===== src/rtl/mem_arb_pkg.sv =====
// Shared types for the two-port data-memory arbiter: FSM states, port index and read-latency limits.
package mem_arb_pkg;

  typedef enum logic [1:0] {
    IDLE,
    ACCESS,
    WAIT,
    DONE
  } arb_state_e;

  typedef logic port_idx_t;

  localparam int unsigned RD_LAT_MIN = 1;
  localparam int unsigned RD_LAT_MAX = 4;

endpackage


===== src/rtl/mem_arb_pick.sv =====
// Combinational 2-way winner select. Round-robin on ties by default;
// ARB_FIXED_PRIO_EN makes port 0 always win a tie (port 1 may starve).
module mem_arb_pick
  import mem_arb_pkg::*;
(
  input  logic [1:0] req_valid_i,
  input  port_idx_t  last_grant_i,
  output logic       any_o,
  output port_idx_t  winner_o
);

`ifdef ARB_FIXED_PRIO_EN
  port_idx_t unused_last_grant;
  assign unused_last_grant = last_grant_i;
`endif

  always_comb begin
    any_o    = |req_valid_i;
    winner_o = 1'b0;
    case (req_valid_i)
      2'b01:   winner_o = 1'b0;
      2'b10:   winner_o = 1'b1;
`ifdef ARB_FIXED_PRIO_EN
      2'b11:   winner_o = 1'b0;
`else
      2'b11:   winner_o = ~last_grant_i;
`endif
      default: winner_o = 1'b0;
    endcase
  end

endmodule


===== src/rtl/mem_arbiter.sv =====
// Shares one single-port data memory between two valid/ack requesters, one access at a time.
// Optional build macro ARB_FIXED_PRIO_EN selects fixed priority (see mem_arb_pick).
module mem_arbiter
  import mem_arb_pkg::*;
#(
  parameter int unsigned WIDTH  = 32,
  parameter int unsigned DEPTH  = 16,
  parameter int unsigned RD_LAT = 1
) (
  input  logic             clk,
  input  logic             rst,
  input  logic [1:0]       req_valid,
  input  logic [1:0]       req_we,
  input  logic [DEPTH-1:0] req_addr0,
  input  logic [DEPTH-1:0] req_addr1,
  input  logic [WIDTH-1:0] req_wdata0,
  input  logic [WIDTH-1:0] req_wdata1,
  output logic [1:0]       ack,
  output logic [WIDTH-1:0] rdata0,
  output logic [WIDTH-1:0] rdata1,
  output logic             MemRead,
  output logic             MemWrite,
  output logic [DEPTH-1:0] Address,
  output logic [WIDTH-1:0] WD,
  input  logic [WIDTH-1:0] RD,
  output logic             busy
);

  localparam int unsigned CNT_W = $clog2(RD_LAT_MAX + 1);

  if (RD_LAT < RD_LAT_MIN || RD_LAT > RD_LAT_MAX) begin : g_bad_rd_lat
    $error("mem_arbiter: RD_LAT outside legal range");
  end

  arb_state_e       state_q, state_d;
  port_idx_t        grant_q, grant_d;
  port_idx_t        last_grant_q, last_grant_d;
  logic             we_q, we_d;
  logic [DEPTH-1:0] addr_q, addr_d;
  logic [WIDTH-1:0] wdata_q, wdata_d;
  logic [CNT_W-1:0] cnt_q, cnt_d;
  logic [1:0]       ack_q, ack_d;
  logic [WIDTH-1:0] rdata0_q, rdata0_d;
  logic [WIDTH-1:0] rdata1_q, rdata1_d;
  logic             mem_rd_q, mem_rd_d;
  logic             mem_wr_q, mem_wr_d;
  logic             busy_q, busy_d;

  logic      any_req;
  port_idx_t winner;

  mem_arb_pick u_pick (
    .req_valid_i  (req_valid),
    .last_grant_i (last_grant_q),
    .any_o        (any_req),
    .winner_o     (winner)
  );

  always_comb begin
    state_d      = state_q;
    grant_d      = grant_q;
    last_grant_d = last_grant_q;
    we_d         = we_q;
    addr_d       = addr_q;
    wdata_d      = wdata_q;
    cnt_d        = cnt_q;
    ack_d        = 2'b00;
    rdata0_d     = rdata0_q;
    rdata1_d     = rdata1_q;
    mem_rd_d     = 1'b0;
    mem_wr_d     = 1'b0;

    case (state_q)
      IDLE: begin
        // Enables are registered, so they are set while leaving IDLE to be live in ACCESS.
        if (any_req) begin
          state_d      = ACCESS;
          grant_d      = winner;
          last_grant_d = winner;
          we_d         = req_we[winner];
          addr_d       = winner ? req_addr1 : req_addr0;
          wdata_d      = winner ? req_wdata1 : req_wdata0;
          mem_wr_d     = req_we[winner];
          mem_rd_d     = ~req_we[winner];
        end
      end
      ACCESS: begin
        if (we_q) begin
          state_d        = DONE;
          ack_d[grant_q] = 1'b1;
        end else begin
          state_d = WAIT;
          cnt_d   = CNT_W'(RD_LAT);
        end
      end
      WAIT: begin
        cnt_d = cnt_q - CNT_W'(1);
        if (cnt_q == CNT_W'(1)) begin
          state_d        = DONE;
          ack_d[grant_q] = 1'b1;
          if (grant_q) rdata1_d = RD;
          else         rdata0_d = RD;
        end
      end
      DONE:    state_d = IDLE;
      default: state_d = IDLE;
    endcase

    busy_d = (state_d != IDLE);
  end

  always_ff @(posedge clk) begin
    if (rst) begin
      state_q      <= IDLE;
      grant_q      <= 1'b0;
      last_grant_q <= 1'b1;
      we_q         <= 1'b0;
      addr_q       <= '0;
      wdata_q      <= '0;
      cnt_q        <= '0;
      ack_q        <= 2'b00;
      rdata0_q     <= '0;
      rdata1_q     <= '0;
      mem_rd_q     <= 1'b0;
      mem_wr_q     <= 1'b0;
      busy_q       <= 1'b0;
    end else begin
      state_q      <= state_d;
      grant_q      <= grant_d;
      last_grant_q <= last_grant_d;
      we_q         <= we_d;
      addr_q       <= addr_d;
      wdata_q      <= wdata_d;
      cnt_q        <= cnt_d;
      ack_q        <= ack_d;
      rdata0_q     <= rdata0_d;
      rdata1_q     <= rdata1_d;
      mem_rd_q     <= mem_rd_d;
      mem_wr_q     <= mem_wr_d;
      busy_q       <= busy_d;
    end
  end

  assign ack      = ack_q;
  assign rdata0   = rdata0_q;
  assign rdata1   = rdata1_q;
  assign MemRead  = mem_rd_q;
  assign MemWrite = mem_wr_q;
  assign Address  = addr_q;
  assign WD       = wdata_q;
  assign busy     = busy_q;

endmodule


===== config.mk =====
export PLATFORM = sky130hd
export DESIGN_NAME = mem_arbiter
export DESIGN_NICKNAME = d
export VERILOG_FILES = /design/src/rtl/mem_arb_pkg.sv /design/src/rtl/mem_arb_pick.sv /design/src/rtl/mem_arbiter.sv
export SDC_FILE = /design/constraint.sdc
export NUM_CORES = 1
export LEC_CHECK = 0
export CAP_MARGIN = 20
export CORE_MARGIN = 3
export CORE_UTILIZATION = 55
export CTS_CLUSTER_DIAMETER = 40
export DETAILED_ROUTE_END_ITERATION = 7
export DONT_BUFFER_PORTS = 1
export MAX_ROUTING_LAYER = met4
export PLACE_DENSITY = 0.73
export SYNTH_ARGS = -nofsm -noshare
export SYNTH_HDL_FRONTEND = slang
export SYNTH_HIERARCHICAL = 1
export SYNTH_SLANG_ARGS = --single-unit
export TNS_END_PERCENT = 20

===== constraint.sdc =====
create_clock -name clk -period 1.5 [get_ports clk]
set_clock_uncertainty 0.05 [all_clocks]
set_input_delay 0.15 -clock clk [delete_from_list [all_inputs] [get_ports clk]]
set_output_delay 0.15 -clock clk [all_outputs]
set_load 0.03 [all_outputs]

## After elaboration in Yosys (flattened, before gate mapping)

Cells that the tools add are included.

| cells by class | value |
|---|---|
| add/subtract/negate cells | 1 |
| multipliers | 0 |
| divide/modulo/power cells | 0 |
| $lt $le $gt $ge | 3 |
| eq/ne operators | 7 |
| shift-type cells | 0 |
| muxes and demuxes | 16 |
| bitwise gates (word level) | 5 |
| reduce and logical (&&, ||, !) cells | 10 |

Operator list:

| operator | number |
|---|---|
| two-way mux 32 bit | 1 |
| two-way mux 16 bit | 1 |
| == test 2 bit, second input constant | 4 |
| two-way mux 2 bit | 4 |
| case mux 2 bit (4 select lines) | 1 |
| case mux 3 bit (2 select lines) | 1 |
| AND reduction 3 bit | 2 |
| NOT 1 bit | 5 |
| less-than comparator 1 x 2 -> 1 bit, second input constant | 2 |
| two-way mux 1 bit | 4 |
| case mux 2 bit (2 select lines) | 1 |
| AND reduction 2 bit | 2 |
| nonzero test 2 bit | 2 |
| == test 3 x 1 -> 1 bit, second input constant | 1 |
| two-way mux 3 bit | 1 |
| OR reduction 3 bit | 1 |
| subtractor 3 x 1 -> 3 bit, second input constant | 1 |
| == test 2 x 1 -> 1 bit, second input constant | 1 |
| logical NOT 2 bit | 1 |
| inequality test 2 bit, second input constant | 1 |
| case mux 1 bit (2 select lines) | 1 |
| OR reduction 2 bit | 1 |
| demux 1 bit (select 1 bit) | 1 |
| >= comparator 1 bit, second input constant | 1 |
| logical AND 1 bit | 1 |

| storage, ports and cells | value |
|---|---|
| bits in registers | 125 |
| latch bits | 0 |
| memory bits (writable) | 0 |
| ROM bits | 0 |
| word-level logic and storage cells | 55 |
| memories | 0 |

## Depth between registers and ports, before layout

| depth | value |
|---|---|
| depth in word-level cells | 6 |
| gate-level depth with buffers | 8 |
| mapped depth without buffers | 6 |

## Hierarchy

The synthesis kept the hierarchy.

By module, submodules not included:

| module | times used | cells an instance | area an instance (um2) |
|---|---|---|---|
| mem_arbiter | 1 | 555 | 4882.2 |
| mem_arb_pick | 1 | 2 | 13.8 |

## Worst setup path before layout

No wires, ideal clock.

| path | value |
|---|---|
| kind | register to register |
| start | register state_q[0] |
| end | register rdata1_q[1] (netlist: rdata1[1]) |
| library setup time | 0.132 ns |
| data arrival time | 1.358 ns |
| slack | -0.040 ns |
| cell stages (with the launch flop) | 9 |
| path buffers | 2 |
| period minus slack after synthesis | 1.540 ns |
| cells stage by stage | dfxtp_1 -> inv_1 -> ha_1 -> nand3b_4 -> or2_1 -> buf_2 -> buf_6 -> nand2_1 -> a21oi_1 |

| on the way | value |
|---|---|
| cells in the longest elaborated chain, start to end | 2 |

Ends and longest elaborated chain:

| item | RTL line | source |
|---|---|---|
| start: declaration | mem_arbiter.sv:35 | `arb_state_e state_q, state_d;` |
| start signal: assignment | mem_arbiter.sv:128 | `state_q <= state_d;` |
| == test 2 bit | mem_arbiter.sv:73 | `case (state_q)` |
| AND reduction 3 bit (no source line) | n/a |  |
| end signal: assignment | mem_arbiter.sv:137 | `rdata1_q <= rdata1_d;` |
| end: declaration | mem_arbiter.sv:44 | `logic [WIDTH-1:0] rdata1_q, rdata1_d;` |

No other way between the ends.
A chain may end at the register's enable or synchronous reset.

## Worst setup path in the final report

| path | value |
|---|---|
| start | register state_q[1] |
| end | register wdata_q[21] (netlist: WD[21]) |

| on the way | value |
|---|---|
| cells in the longest elaborated chain, start to end | 2 |

Ends and longest elaborated chain:

| item | RTL line | source |
|---|---|---|
| logical NOT 2 bit | mem_arbiter.sv:73 |  |
| AND reduction 2 bit (no source line) | n/a |  |
| end signal: assignment | mem_arbiter.sv:133 | `wdata_q <= wdata_d;` |
| end: declaration | mem_arbiter.sv:40 | `logic [WIDTH-1:0] wdata_q, wdata_d;` |

No other way between the ends.

==> qor.txt <==
met1 usage in global routing -> 0.249
DRT Pass-1 Iters -> 4
clk sink count -> 125
VDD IR max -> 1.06 mV
CP bufs+invs -> 2
GRT overflow -> 0
met3 usage in global routing -> 0.100
Post-CTS Setup Bufs -> 0
EDFF count, synth -> 0
syn_nets -> 697
P per Cell Area -> 1660 mW/mm^2
leakage dissipation -> 2.28 nW
DR vias/cell -> 5.75
maxcap violations -> 0
critical path cell sequence -> inv_1 > ha_2 > and2_4 > buf_12 > nor2_1 > a211oi_1
vias in the first global route -> 3711
Yosys Warn Count -> 6
synth cell count leaders -> nand2_1, dfxtp_1, a21oi_1, nor2_1, a211oi_1
clock group share of total power -> 0.444
cells after synthesis -> 557
Vias -> 3942
M2 GR Usage -> 0.384
pin count of the biggest net entering global routing -> 125
most instantiated library cell after synthesis -> nand2_1
startpoint class of the critical path -> register
CP delay by family, top -> flip-flops
fmax -> 0.679 GHz
Sw Share -> 0.278
Layout area overhead -> 24.4%
area leader, netlist -> dfxtp_1
sequential share of the synthesized area -> 0.511
Synth area leaders -> dfxtp_1, nand2_1, mux2i_1
crit-path max FO -> 14
top_reg_cell synth -> dfxtp_1
first-pass GRT wire length -> 18.2 mm
Nets -> 707
Initial Util -> 0.581
share of cells above drive strength 1 -> 0.174
root buffer cell -> clkbuf_8
Die Wd -> 100 microns
core region area -> 0.00842 sq mm
register bit total from synthesis -> 125
fin crit share -> 0.982
Hold Crit Class -> in -> reg
Placed Instances -> 646
power share of the sequential group -> 0.411
worst skew pair latency -> 500 ps
failing checks -> negative hold slack
Setup Viol. Count Final -> 0
drt drc -> 0
reg2reg setup slack -> 30 ps
final core utilization -> 0.723
logic gate share of total power -> 0.146
CP Class -> reg -> reg
P_sw -> 0.00282 W
diodes inserted -> 0
cts bufs inserted -> 17
sequential cell area -> 0.00250 sq mm
final worst path period need -> 1470 ps
Layout Cells excl Fill -> 685
Syn Std Cell Area -> 0.00490 sq mm
syn_area_per_cell -> 8.79 sq um
Synth async-reset ratio -> 0
cell row count -> 33
CTS tree -> yes
die area -> 0.0101 sq mm
routed length per placed instance -> 18.5 microns
input/output buffers -> 0
Final Hold Fails -> 125
Initial DRC Count -> 162
layer with the highest usage -> met2
final RePlAce weighted congestion -> 0.785
tightest hold margin -> -322 ps
Synth cell types -> 30
max-slew violation count -> 0
die height -> 100 microns
Worst Path Arrival -> 1830 ps
Critical Path Slowest Stage Cell -> dfxtp_2
status -> complete, but fails checks
ANT nets after route -> 0
initial antenna violation count -> 0
CP Data Required Time -> 1860 ps
HPWL after DPL -> 8.54 mm
Post-Route WL -> 12.7 mm
Slew HR -> 0.736
H-tree depth -> 4
Fillers -> 605
Multi-input gate area -> 0.00229 sq mm
Bufs on Longest Clock Path -> 2
Global Route Usage Sum -> 0.234
area share of the largest cell type after synthesis -> 0.511
# IOs -> 251
worst slew pin tran -> 392 ps
Setup crit end kind -> register
Internal Power -> 0.00731 W
clock transition at the registers of the reported paths -> 60 ps
slowest stage delay, CP -> 340 ps
RSZ-0062 raised after global routing -> true
==> worst reg2reg max path, delay by kind of cell, from the launching register on <==
family / cells / cell delay (ps)
DFF: 1 / 340
AOI/OAI and AO/OA: 1 / 230
and+or+nand+nor: 2 / 300
adders and majority gates: 1 / 210
buffers and inverters: 2 / 260
==> power by group through the flow <==
stage	Clock (W)	Sequential (W)	Combinational [W]
6_report	0.00450	0.00416	0.00147
5_1_grt	0.00471	0.00419	0.00159
4_1_cts	0.00454	0.00416	0.00121
3_5_place_dp	0	0.00423	0.00119
3_3_place_gp	0	0.00422	0.00115
2_1_floorplan	0	0.00429	0.000799
==> layer usage <==
metal / part of all wire / up-vias / wire length, microns
met3: 0.10 / 26 / 1330
met4: 0.020 / 0 / 249
met2: 0.51 / 192 / 6440
li1: - / 1920 / -
met5: 0 / - / 0
met1: 0.37 / 1804 / 4660
==> cell type report <==
type,instances,share of cell area
clock inverters,12,0.0341
clock buffers,20,0.0748
flip-flops and latches,125,0.411
inverters,5,0.00308
repair buffers,34,0.0789
multi-input cells,384,0.376
well taps,105,0.0216
==> sequential cells by signal, summed over array words and instances (netlist names), 2 cells and up <==
name / flops
WD: 32
cnt_q: 3
state_q: 2
ack: 2
Address: 16
rdata0: 32
rdata1: 32
==> path summary, 6_finish.rpt <==
kind              startpoint  endpoint  cells after the start
setup / recovery  state_q[1]    WD[21]                      6
hold / removal           rst     WD[1]                      1
setup reg to reg  state_q[1]    WD[21]                      6
hold reg to reg     cnt_q[1]  cnt_q[1]                      2
==> logic make-up after synthesis <==
| family | after synthesis | synth area share |
|---|---|---|
| AND/OR/NAND/NOR | 204 | 0.170 |
| flip-flops | 125 | 0.511 |
| buffers and inverters | 49 | 0.0486 |
| adder cells (fa/ha/maj) | 6 | 0.0153 |
| multiplexers | 49 | 0.100 |
| AO/OA/AOI/OAI | 124 | 0.154 |
==> per-stage QoR <==
step	hold slack (ps)	instance area [sq um]	total power (W)	TNS, ps	setup slack (ps)
after floorplan	236	4900	0.00509	-274	-8.18
after global placement	183	5150	0.00537	0	40.6
after detailed placement	184	5150	0.00542	-349	-31.4
after CTS	-355	5830	0.00991	0	2.71
after global routing	-357	6090	0.0105	-628	-70.4
final	-322	6090	0.0101	0	27.7
==> what timing repair did <==
item / in CTS / in global routing
resized for setup: 5 / 26
gates cloned: 0 / 7
hold endpoints to repair: 125 / 125
pin swaps: 0 / 6
setup endpoints to repair: 42 / 112
==> layout by cell type, fill, tap and decap left out, types with 2 or more instances in the layout <==
cell        instances
mux2i_1            46
dfxtp_2             2
nor3b_1             2
inv_1               3
clkinvlp_4          3
mux2i_2             3
nor2_1             51
o21ai_0             2
clkbuf_16          22
inv_2               2
a21oi_1            69
ha_2                3
clkbuf_8            4
dfxtp_1           123
inv_6               2
clkinv_4            2
ha_1                2
buf_6               2
a211oi_1           35
nand2_1           136
buf_12              9
bufinv_16           5
buf_4              17
a211oi_2           15
nor2_2              2
(Power assumes the default switching activity.)
